$ cat src/rtl/detector_de_sequencia_gen_pkg.sv
// Shared constants and helpers for the serial pattern detector.
package detector_de_sequencia_gen_pkg;

    localparam int SEQ_LEN_MIN = 1;
    localparam int SEQ_LEN_MAX = 16;

    // Width of a counter that must hold the values 0..len inclusive.
    function automatic int fill_width(input int len);
        return (len < 1) ? 1 : $clog2(len + 1);
    endfunction

endpackage

$ cat src/rtl/detector_de_sequencia_gen_hist.sv
// History shift register plus saturating fill counter.
// Presents the window and fill status as they will be after the current edge.
module seq_hist_shift
    import detector_de_sequencia_gen_pkg::*;
#(
    parameter int SEQ_LEN = 4
) (
    input  logic               clk,
    input  logic               rst,
    input  logic               in,
    output logic [SEQ_LEN-1:0] hist_next,
    output logic               full_next
);

    localparam int FW = fill_width(SEQ_LEN);
    localparam logic [FW-1:0] FILL_MAX = FW'(SEQ_LEN);

    logic [FW-1:0] fill;
    logic [FW-1:0] fill_next;

    always_comb begin
        fill_next = (fill == FILL_MAX) ? fill : fill + 1'b1;
        full_next = (fill_next == FILL_MAX);
    end

    always_ff @(posedge clk or negedge rst) begin
        if (!rst) begin
            fill <= '0;
        end else begin
            fill <= fill_next;
        end
    end

    // The oldest window bit is shifted out on the next edge, so only the
    // younger SEQ_LEN-1 bits need storage.
    generate
        if (SEQ_LEN == 1) begin : g_single
            assign hist_next = in;
        end else begin : g_multi
            logic [SEQ_LEN-2:0] hist;

            assign hist_next = {hist, in};

            always_ff @(posedge clk or negedge rst) begin
                if (!rst) begin
                    hist <= '0;
                end else begin
                    hist <= hist_next[SEQ_LEN-2:0];
                end
            end
        end
    endgenerate

endmodule

$ cat src/rtl/detector_de_sequencia_gen.sv
// Serial pattern detector: registered one-cycle flag when the last SEQ_LEN
// received bits equal seq (oldest bit in seq[SEQ_LEN-1]); overlaps allowed.
module detector_de_sequencia_gen
    import detector_de_sequencia_gen_pkg::*;
#(
    parameter int SEQ_LEN = 4
) (
    input  logic               clk,
    input  logic               rst,
    input  logic               in,
    input  logic [SEQ_LEN-1:0] seq,
    output logic               s
);

    logic [SEQ_LEN-1:0] hist_next;
    logic               full_next;

    seq_hist_shift #(
        .SEQ_LEN (SEQ_LEN)
    ) u_hist (
        .clk       (clk),
        .rst       (rst),
        .in        (in),
        .hist_next (hist_next),
        .full_next (full_next)
    );

    // Fill guard keeps the zeroed history from matching an all-zero pattern.
    always_ff @(posedge clk or negedge rst) begin
        if (!rst) begin
            s <= 1'b0;
        end else begin
            s <= full_next && (hist_next == seq);
        end
    end

endmodule

$ cat config.mk
export PLATFORM = sky130hd
export DESIGN_NAME = detector_de_sequencia_gen
export DESIGN_NICKNAME = d
export VERILOG_FILES = /design/src/rtl/detector_de_sequencia_gen_pkg.sv /design/src/rtl/detector_de_sequencia_gen_hist.sv /design/src/rtl/detector_de_sequencia_gen.sv
export SDC_FILE = /design/constraint.sdc
export NUM_CORES = 1
export LEC_CHECK = 0
export CAP_MARGIN = 15
export CORE_AREA = 2 2 39 41
export DETAILED_ROUTE_END_ITERATION = 6
export DIE_AREA = 0 0 41 43
export SYNTH_ARGS = -nofsm -noshare
export SYNTH_HDL_FRONTEND = slang
export SYNTH_SLANG_ARGS = --single-unit
$ cat constraint.sdc
create_clock -name clk -period 2.3 [get_ports clk]
set_input_delay 0.23 -clock clk [delete_from_list [all_inputs] [get_ports clk]]
set_output_delay 0.23 -clock clk [all_outputs]
set_load 0.05 [all_outputs]
## Yosys cells after proc, flatten, opt, wreduce, memory -nomap -nowiden

Cells that the tools add are included.

| cells by class | value |
|---|---|
| $add $sub $neg | 1 |
| equal/unequal tests | 3 |
| muxes and demuxes | 1 |
| reductions and logical operators | 1 |

Operators with widths:

| kind | number |
|---|---|
| $eq A3 B3 Y1 const B | 2 |
| $eq A4 B4 Y1 | 1 |
| $add A3 B1 Y3 const B | 1 |
| $mux W3 | 1 |
| $logic_and A1 B1 Y1 | 1 |

| storage, ports and cells | value |
|---|---|
| register bits | 7 |
| bits of input ports | 7 |
| output and inout bits | 1 |
| logic and storage cells | 9 |

## Depth between registers and ports, before layout

Gate-level depths: netlist of run 1.

| logic depth | value |
|---|---|
| depth in word-level cells | 4 |
| depth in mapped cells | 5 |
| gate-level depth less buffers | 5 |

## By module

Synthesis of run 1 repeated with hierarchy kept, for this count alone.

| unflattened totals | value |
|---|---|
| cells, all modules | 32 |
| area, all modules | 349.1 um^2 |

By module, submodules not included:

| module | times used | cells each | area an instance (um^2) | seq. area each (um^2) |
|---|---|---|---|---|
| seq_hist_shift | 1 | 22 | 259.0 | 150.1 |
| detector_de_sequencia_gen | 1 | 10 | 90.1 | 25.0 |

## Worst setup path before layout of run 1

OpenSTA, ideal clock, no wires.

| timing path | value |
|---|---|
| path kind | register -> register |
| from | register u_hist.fill[0] |
| to | register s |
| setup time | 0.121 ns |
| arrival time | 0.988 ns |
| data required time | 2.179 ns |
| setup slack | 1.191 ns |
| stages on the path, launching flop included | 6 |
| path buffers | 0 |
| period minus slack after synthesis | 1.109 ns |
| cells stage by stage | dfrtp_1 -> inv_2 -> ha_1 -> nor2b_1 -> a21oi_2 -> and4b_1 |

| between the ends | value |
|---|---|
| word-level cells in the longest chain between the ends | 4 |
| elaborated cells on any way between the ends | 5 |
| classes of those cells | 1 x add/sub; 2 x eq/ne; 1 x mux; 1 x reduce/logical |

RTL lines:

| what | line | text |
|---|---|---|
| start: declaration | detector_de_sequencia_gen_hist.sv:18 | `logic [FW-1:0] fill;` |
| start signal: assignment | detector_de_sequencia_gen_hist.sv:30 | `fill <= fill_next;` |
| $add A3 B1 Y3 / $eq A3 B3 Y1 (equally long branches) | detector_de_sequencia_gen_hist.sv:22 | `fill_next = (fill == FILL_MAX) ? fill : fill + 1'b1;` |
| $mux W3 (*) | detector_de_sequencia_gen_hist.sv:22 |  |
| via u_hist.fill_next[2] | detector_de_sequencia_gen_hist.sv:19 | `logic [FW-1:0] fill_next;` |
| $eq A3 B3 Y1 (*) | detector_de_sequencia_gen_hist.sv:23 | `full_next = (fill_next == FILL_MAX);` |
| $logic_and A1 B1 Y1 (*) | detector_de_sequencia_gen.sv:33 | `s <= full_next && (hist_next == seq);` |
| end signal: assignment | detector_de_sequencia_gen.sv:33 |  |
| end: declaration | detector_de_sequencia_gen.sv:12 | `output logic s` |

Mark *: on every way through the listed nets, which the timed path passes. The rest lies on a longest branch.

## Worst setup path after layout of run 1

| timing path | value |
|---|---|
| from | register s |
| to | output s |

No word-level cell between the ends.

==> results of run 1 <==
## flip-flops by register name, indices dropped and copies added (netlist names)
name and count:
s 1, u_hist.g_multi.hist 3, u_hist.fill 3
## Yosys cell counts
cell type | instances | area [um2]
nor2b_1 | 1 | 6.26
xor2_1 | 4 | 35.0
inv_1 | 1 | 3.75
inv_2 | 1 | 3.75
nor2_1 | 2 | 7.51
nor3_1 | 1 | 5.00
xnor2_2 | 1 | 16.3
and4b_1 | 1 | 10.0
nand2_2 | 1 | 6.26
a21oi_2 | 1 | 8.76
dfrtp_1 | 7 | 175
ha_1 | 2 | 25.0
## power by group through the flow
stage	registers (mW)	logic [mW]	clock network, mW
3_5_place_dp	0.131	0.0253	0
4_1_cts	0.129	0.0255	0.116
5_1_grt	0.129	0.0280	0.125
3_3_place_gp	0.131	0.0249	0
2_1_floorplan	0.134	0.00603	0
6_report	0.129	0.0251	0.113
## cells by family after synthesis
kind of cell / after synthesis / synth area share [%]
flops: 7 / 57.9
simple gates: 6 / 11.6
xor+xnor: 5 / 16.9
buf+inv: 2 / 2.48
fa+ha+maj: 2 / 8.26
compound gates: 1 / 2.89
## cell usage in the layout (no fill, tap or decap)
cell type and n:
dfrtp_1 7, and4b_1 1, inv_2 1, clkbuf_4 3, clkdlybuf4s50_1 7, xor2_1 4, nor2b_1 1, nor3_1 1
inv_1 1, a21oi_2 1, nand2_2 1, ha_1 2, nor2_1 2, xnor2_2 1, clkbuf_1 1
## routing by layer
| layer | global-route usage, % | share of wire (%) |
|---|---|---|
| met1 | 8.33 | 37 |
| met2 | 14.1 | 58 |
| met3 | 3.14 | 4.5 |
| met4 | 8.00 | 0 |
| met5 | 0 | 0 |
## worst paths after layout
check                                             from                      to  slack (ps)  cells after the start
worst min-delay path                               rst          u_hist.fill[0]         240                      1
max in group asynchronous                          rst                       s        1820                      1
min in group clk                u_hist.g_multi.hist[1]  u_hist.g_multi.hist[2]         400                      0
worst min register to register  u_hist.g_multi.hist[1]  u_hist.g_multi.hist[2]         400                      0
worst max register to register          u_hist.fill[0]                       s        1090                      5
worst max-delay path                                 s                       s         720                      1
## per-stage QoR
step	utilization [%]	cell area (um2)	hold WS, ps
3_5_place_dp	28.4	393	383
4_1_cts	30.3	419	236
2_1_floorplan	-	303	-65.6
3_3_place_gp	28.4	393	380
5_1_grt	30.3	419	247
6_report	30.3	419	237
## final cells by class
type                    count  area share [%]
inverters                   2            1.79
multi-input cells          14            28.7
flip-flops and latches      7            41.8
well taps                  16            4.78
clock buffers               4            6.27
repair buffers              7            16.7
==> results.yml, run 1 <==
cells_and_area:
  multi_input_area_um2: 120
  diodes: 0
  n_fill_cell: 141
  seq_area_um2: 175
  layout.cells.non_filler: 50
  drive_gt1_share_pct: 20.6
  fin_nets: 44
  area_delta_synth_final_pct: 38.4
floorplan:
  num_rows: 14
  core_mm2: 0.00138
  die_x_um: 41
  die_y_um: 43
  initial_core_util_pct: 21.9
  dieArea_mm2: 0.00176
  ios: 8
pwr:
  switching_share_pct: 22.3
  power_leakage_nw: 0.197
  combPwrFrac_pct: 9.4
  ir_drop_v: 0.000199
  p_int_mw: 0.207
  clkPwrFrac_pct: 42.4
  p_switching_mw: 0.0594
  power_density_mw_per_mm2: 637
  sequentialPowerShare_pct: 48.2
  finalPower_mw: 0.267
critical_path:
  cp.required_ps: 2070
  path_delay_family: "buffers and inverters"
  max_stage_delay_ps: 790
  slowest_stage: "clkdlybuf4s50_1"
  critPathLaunchType: "flip-flop"
  arrival_ps: 1350
  path_class: "flip-flop to output port"
  worst-path-buf-inv: 1
  cp_cell_sequence: "clkdlybuf4s50_1"
  crit_path_max_fanout: 1
  cp-end-kind: "output port"
cts:
  postCtsSetupBuffers: 0
  ctsHoldBuffers: 0
  clk_path_buf_depth: 2
  numCtsBuffers: 3
  cts_resized: 0
  clk-insertion-delay-late_ps: 250
  h-tree-depth: 1
  cts.clk_slew.worst_paths_ps: 60
  cts_tree: "yes"
  clock_sinks: 7
  cts-root-buf: "clkbuf_4"
placed_design:
  place.gp.congestion: 0.762
  portBuffers: 7
  placed_cells: 46
  post-place-ws_ps: 979
  place_hpwl_um: 423
timing:
  tightest_slew_ps: 485
  finalHoldViolations: 0
  max-slew-margin-rel_pct: 67.6
  fin_crit_sh_pct: 68.7
  rsz0062_at_grt: "false"
  fin_crit_ps: 1580
  finalSetupTns_ps: 0
  skew_ps: 3.90
  setup_violations: 0
  layout_setup_ws_ps: 719
  fmax_mhz: 633
  finalMaxSlewViolations: 0
job:
  drv_cap: 0
global_routing:
  grt_pass1_wl_um: 972
  grt_max_degree: 8
  gr-total-overflow: 0
  grtUsageTotal_pct: 8.93
  grt_pass1_vias: 239
  antenna_found_initial: 0
route:
  drtIter0Drc: 1
  wirelength_um: 530
  ant_nets: 0
  firstDrtPassIters: 2
  drc: 0
  wire_per_inst_um: 10.6
  vias: 194
  vias_per_cell: 3.88
synth:
  yosysUniqueCellTypes: 12
  ys_seq_area_share_pct: 57.9
  synth-seq-cells: 7
  synthCells: 23
  netlist_area_um2: 303
  avgSynthCellArea_um2: 13.2
  yosysWarnings: 0
  synth_nets: 32
status:
  outcome: "complete, no violations"
min_path:
  worstHoldPathType: "input port to async pin"
Note: power is estimated with default switching activity, not from simulation.
==> run 2, diff against run 1 <==
==> constraint.sdc (replaced) <==
create_clock -name clk -period 1.6 [get_ports clk]
set_input_delay 0.16 -clock clk [delete_from_list [all_inputs] [get_ports clk]]
set_output_delay 0.16 -clock clk [all_outputs]
set_load 0.05 [all_outputs]
==> run 2 against run 1 <==
  * Sequential power increased by 43%
  * Largest cell class unchanged
  * Clock skew increased by 1.9 ps
  * Routed wire length increased by 2.1%
  * Highest routed layer is now met4
  * Die area unchanged
  * First-iteration DRC count decreased by 100%
==> results.yml, run 2 (synthesized netlist as in run 1, its figures left out) <==
cells_and_area:
  drive_gt1_share_pct: 23.5
  diodes: 0
  area_delta_synth_final_pct: 37.6
  multi_input_area_um2: 120
  seq_area_um2: 175
  final_cell_mix: "dfrtp_1 (7), clkdlybuf4s50_1 (6), xor2_1 (4), clkbuf_4 (3)"
  n_fill_cell: 147
  reg.largest.list: "u_hist.fill: 3 flops, u_hist.g_multi.hist: 3 flops, s: 1 flops"
  final_common_cell: "dfrtp_1"
  fin_nets: 44
  layout.cells.non_filler: 50
cts:
  cts_tree: "yes"
  numCtsBuffers: 3
  clk_path_buf_depth: 2
  h-tree-depth: 1
  cts.clk_slew.worst_paths_ps: 50
  clock_sinks: 7
  clk-insertion-delay-late_ps: 250
  postCtsSetupBuffers: 0
  ctsHoldBuffers: 0
  cts_resized: 0
  cts-root-buf: "clkbuf_4"
critical_path:
  critPathLaunchType: "flip-flop"
  crit_path_max_fanout: 2
  worst-path-buf-inv: 1
  path_delay_family: "flip-flops"
  max_stage_delay_ps: 390
  path_class: "flip-flop to flip-flop"
  cp_cell_sequence: "inv_2 -> ha_1 -> nand2_2 -> xnor2_2 -> and4b_1"
  crit_cells: 5
  slowest_stage: "dfrtp_1"
  arrival_ps: 1350
  cp.required_ps: 1740
  cp-end-kind: "flip-flop"
  rr_worst_depth: 5
route:
  wire_per_inst_um: 10.8
  firstDrtPassIters: 1
  wirelength_um: 541
  vias_per_cell: 4.00
  ant_nets: 0
  vias: 200
  drtIter0Drc: 0
  drc: 0
global_routing:
  gr-total-overflow: 0
  antenna_found_initial: 0
  grtUsageTotal_pct: 8.84
  grt_max_degree: 8
  grt_pass1_vias: 229
  grt_pass1_wl_um: 903
floorplan:
  dieArea_mm2: 0.00176
  core_mm2: 0.00138
  initial_core_util_pct: 21.9
  die_x_um: 41
  die_y_um: 43
  ios: 8
  num_rows: 14
timing:
  setup_violations: 0
  max-slew-margin-rel_pct: 78.9
  rsz0062_at_grt: "false"
  skew_ps: 5.77
  finalSetupTns_ps: 0
  tightest_slew_ps: 316
  fin_crit_sh_pct: 76.1
  finalMaxSlewViolations: 0
  layout_setup_ws_ps: 382
  fin_crit_ps: 1220
  fmax_mhz: 821
  finalHoldViolations: 0
pwr:
  ir_drop_v: 0.000480
  power_leakage_nw: 0.199
  finalPower_mw: 0.381
  power_density_mw_per_mm2: 915
placed_design:
  place.gp.congestion: 0.757
  portBuffers: 7
  placed_cells: 46
  place_hpwl_um: 428
  post-place-ws_ps: 411
status:
  outcome: "complete, no violations"
job:
  drv_cap: 0
min_path:
  worstHoldPathType: "input port to async pin"
[run 2: stage by stage]
step           hold WS (ps)  instance area (um2)  util [%]
2_1_floorplan          -136                  303         -
3_3_place_gp            378                  390      28.2
3_5_place_dp            386                  390      28.2
4_1_cts                 165                  417      30.1
5_1_grt                 166                  417      30.1
6_report                164                  417      30.1
[run 2: layer usage]
layer  track usage, %  up-vias  routed length [um]
met5                0        -                   0
met2             13.8        6                 299
li1                 -       95                   -
met4             10.0        0                  34
met1             7.36       95                 173
met3             3.14        4                  34
[run 2: power breakdown]
group,switching [mW],leakage (nW),internal (mW),total (mW)
Combinational,0.0152,0.0983,0.0202,0.0354
Clock,0.0654,0.0150,0.0952,0.161
Sequential,0.00268,0.0854,0.182,0.185
Total,0.0833,0.199,0.298,0.381
[run 2: final timing paths]
| kind | start | endpoint | slack (ps) |
|---|---|---|---|
| min | rst | u_hist.g_multi.hist[2] | 160 |
| min in group clk | u_hist.g_multi.hist[1] | u_hist.g_multi.hist[2] | 400 |
| max | u_hist.fill[0] | s | 380 |
| max in group asynchronous | rst | u_hist.g_multi.hist[1] | 1190 |
| max reg2reg | u_hist.fill[0] | s | 380 |
| min reg2reg | u_hist.g_multi.hist[1] | u_hist.g_multi.hist[2] | 400 |
[run 2: area by class of cell]
class,count,share of cell area [%]
inverters,2,1.80
multi-input cells,14,28.8
repair buffers,7,16.2
well taps,16,4.80
clock buffers,4,6.31
flip-flops and latches,7,42.0
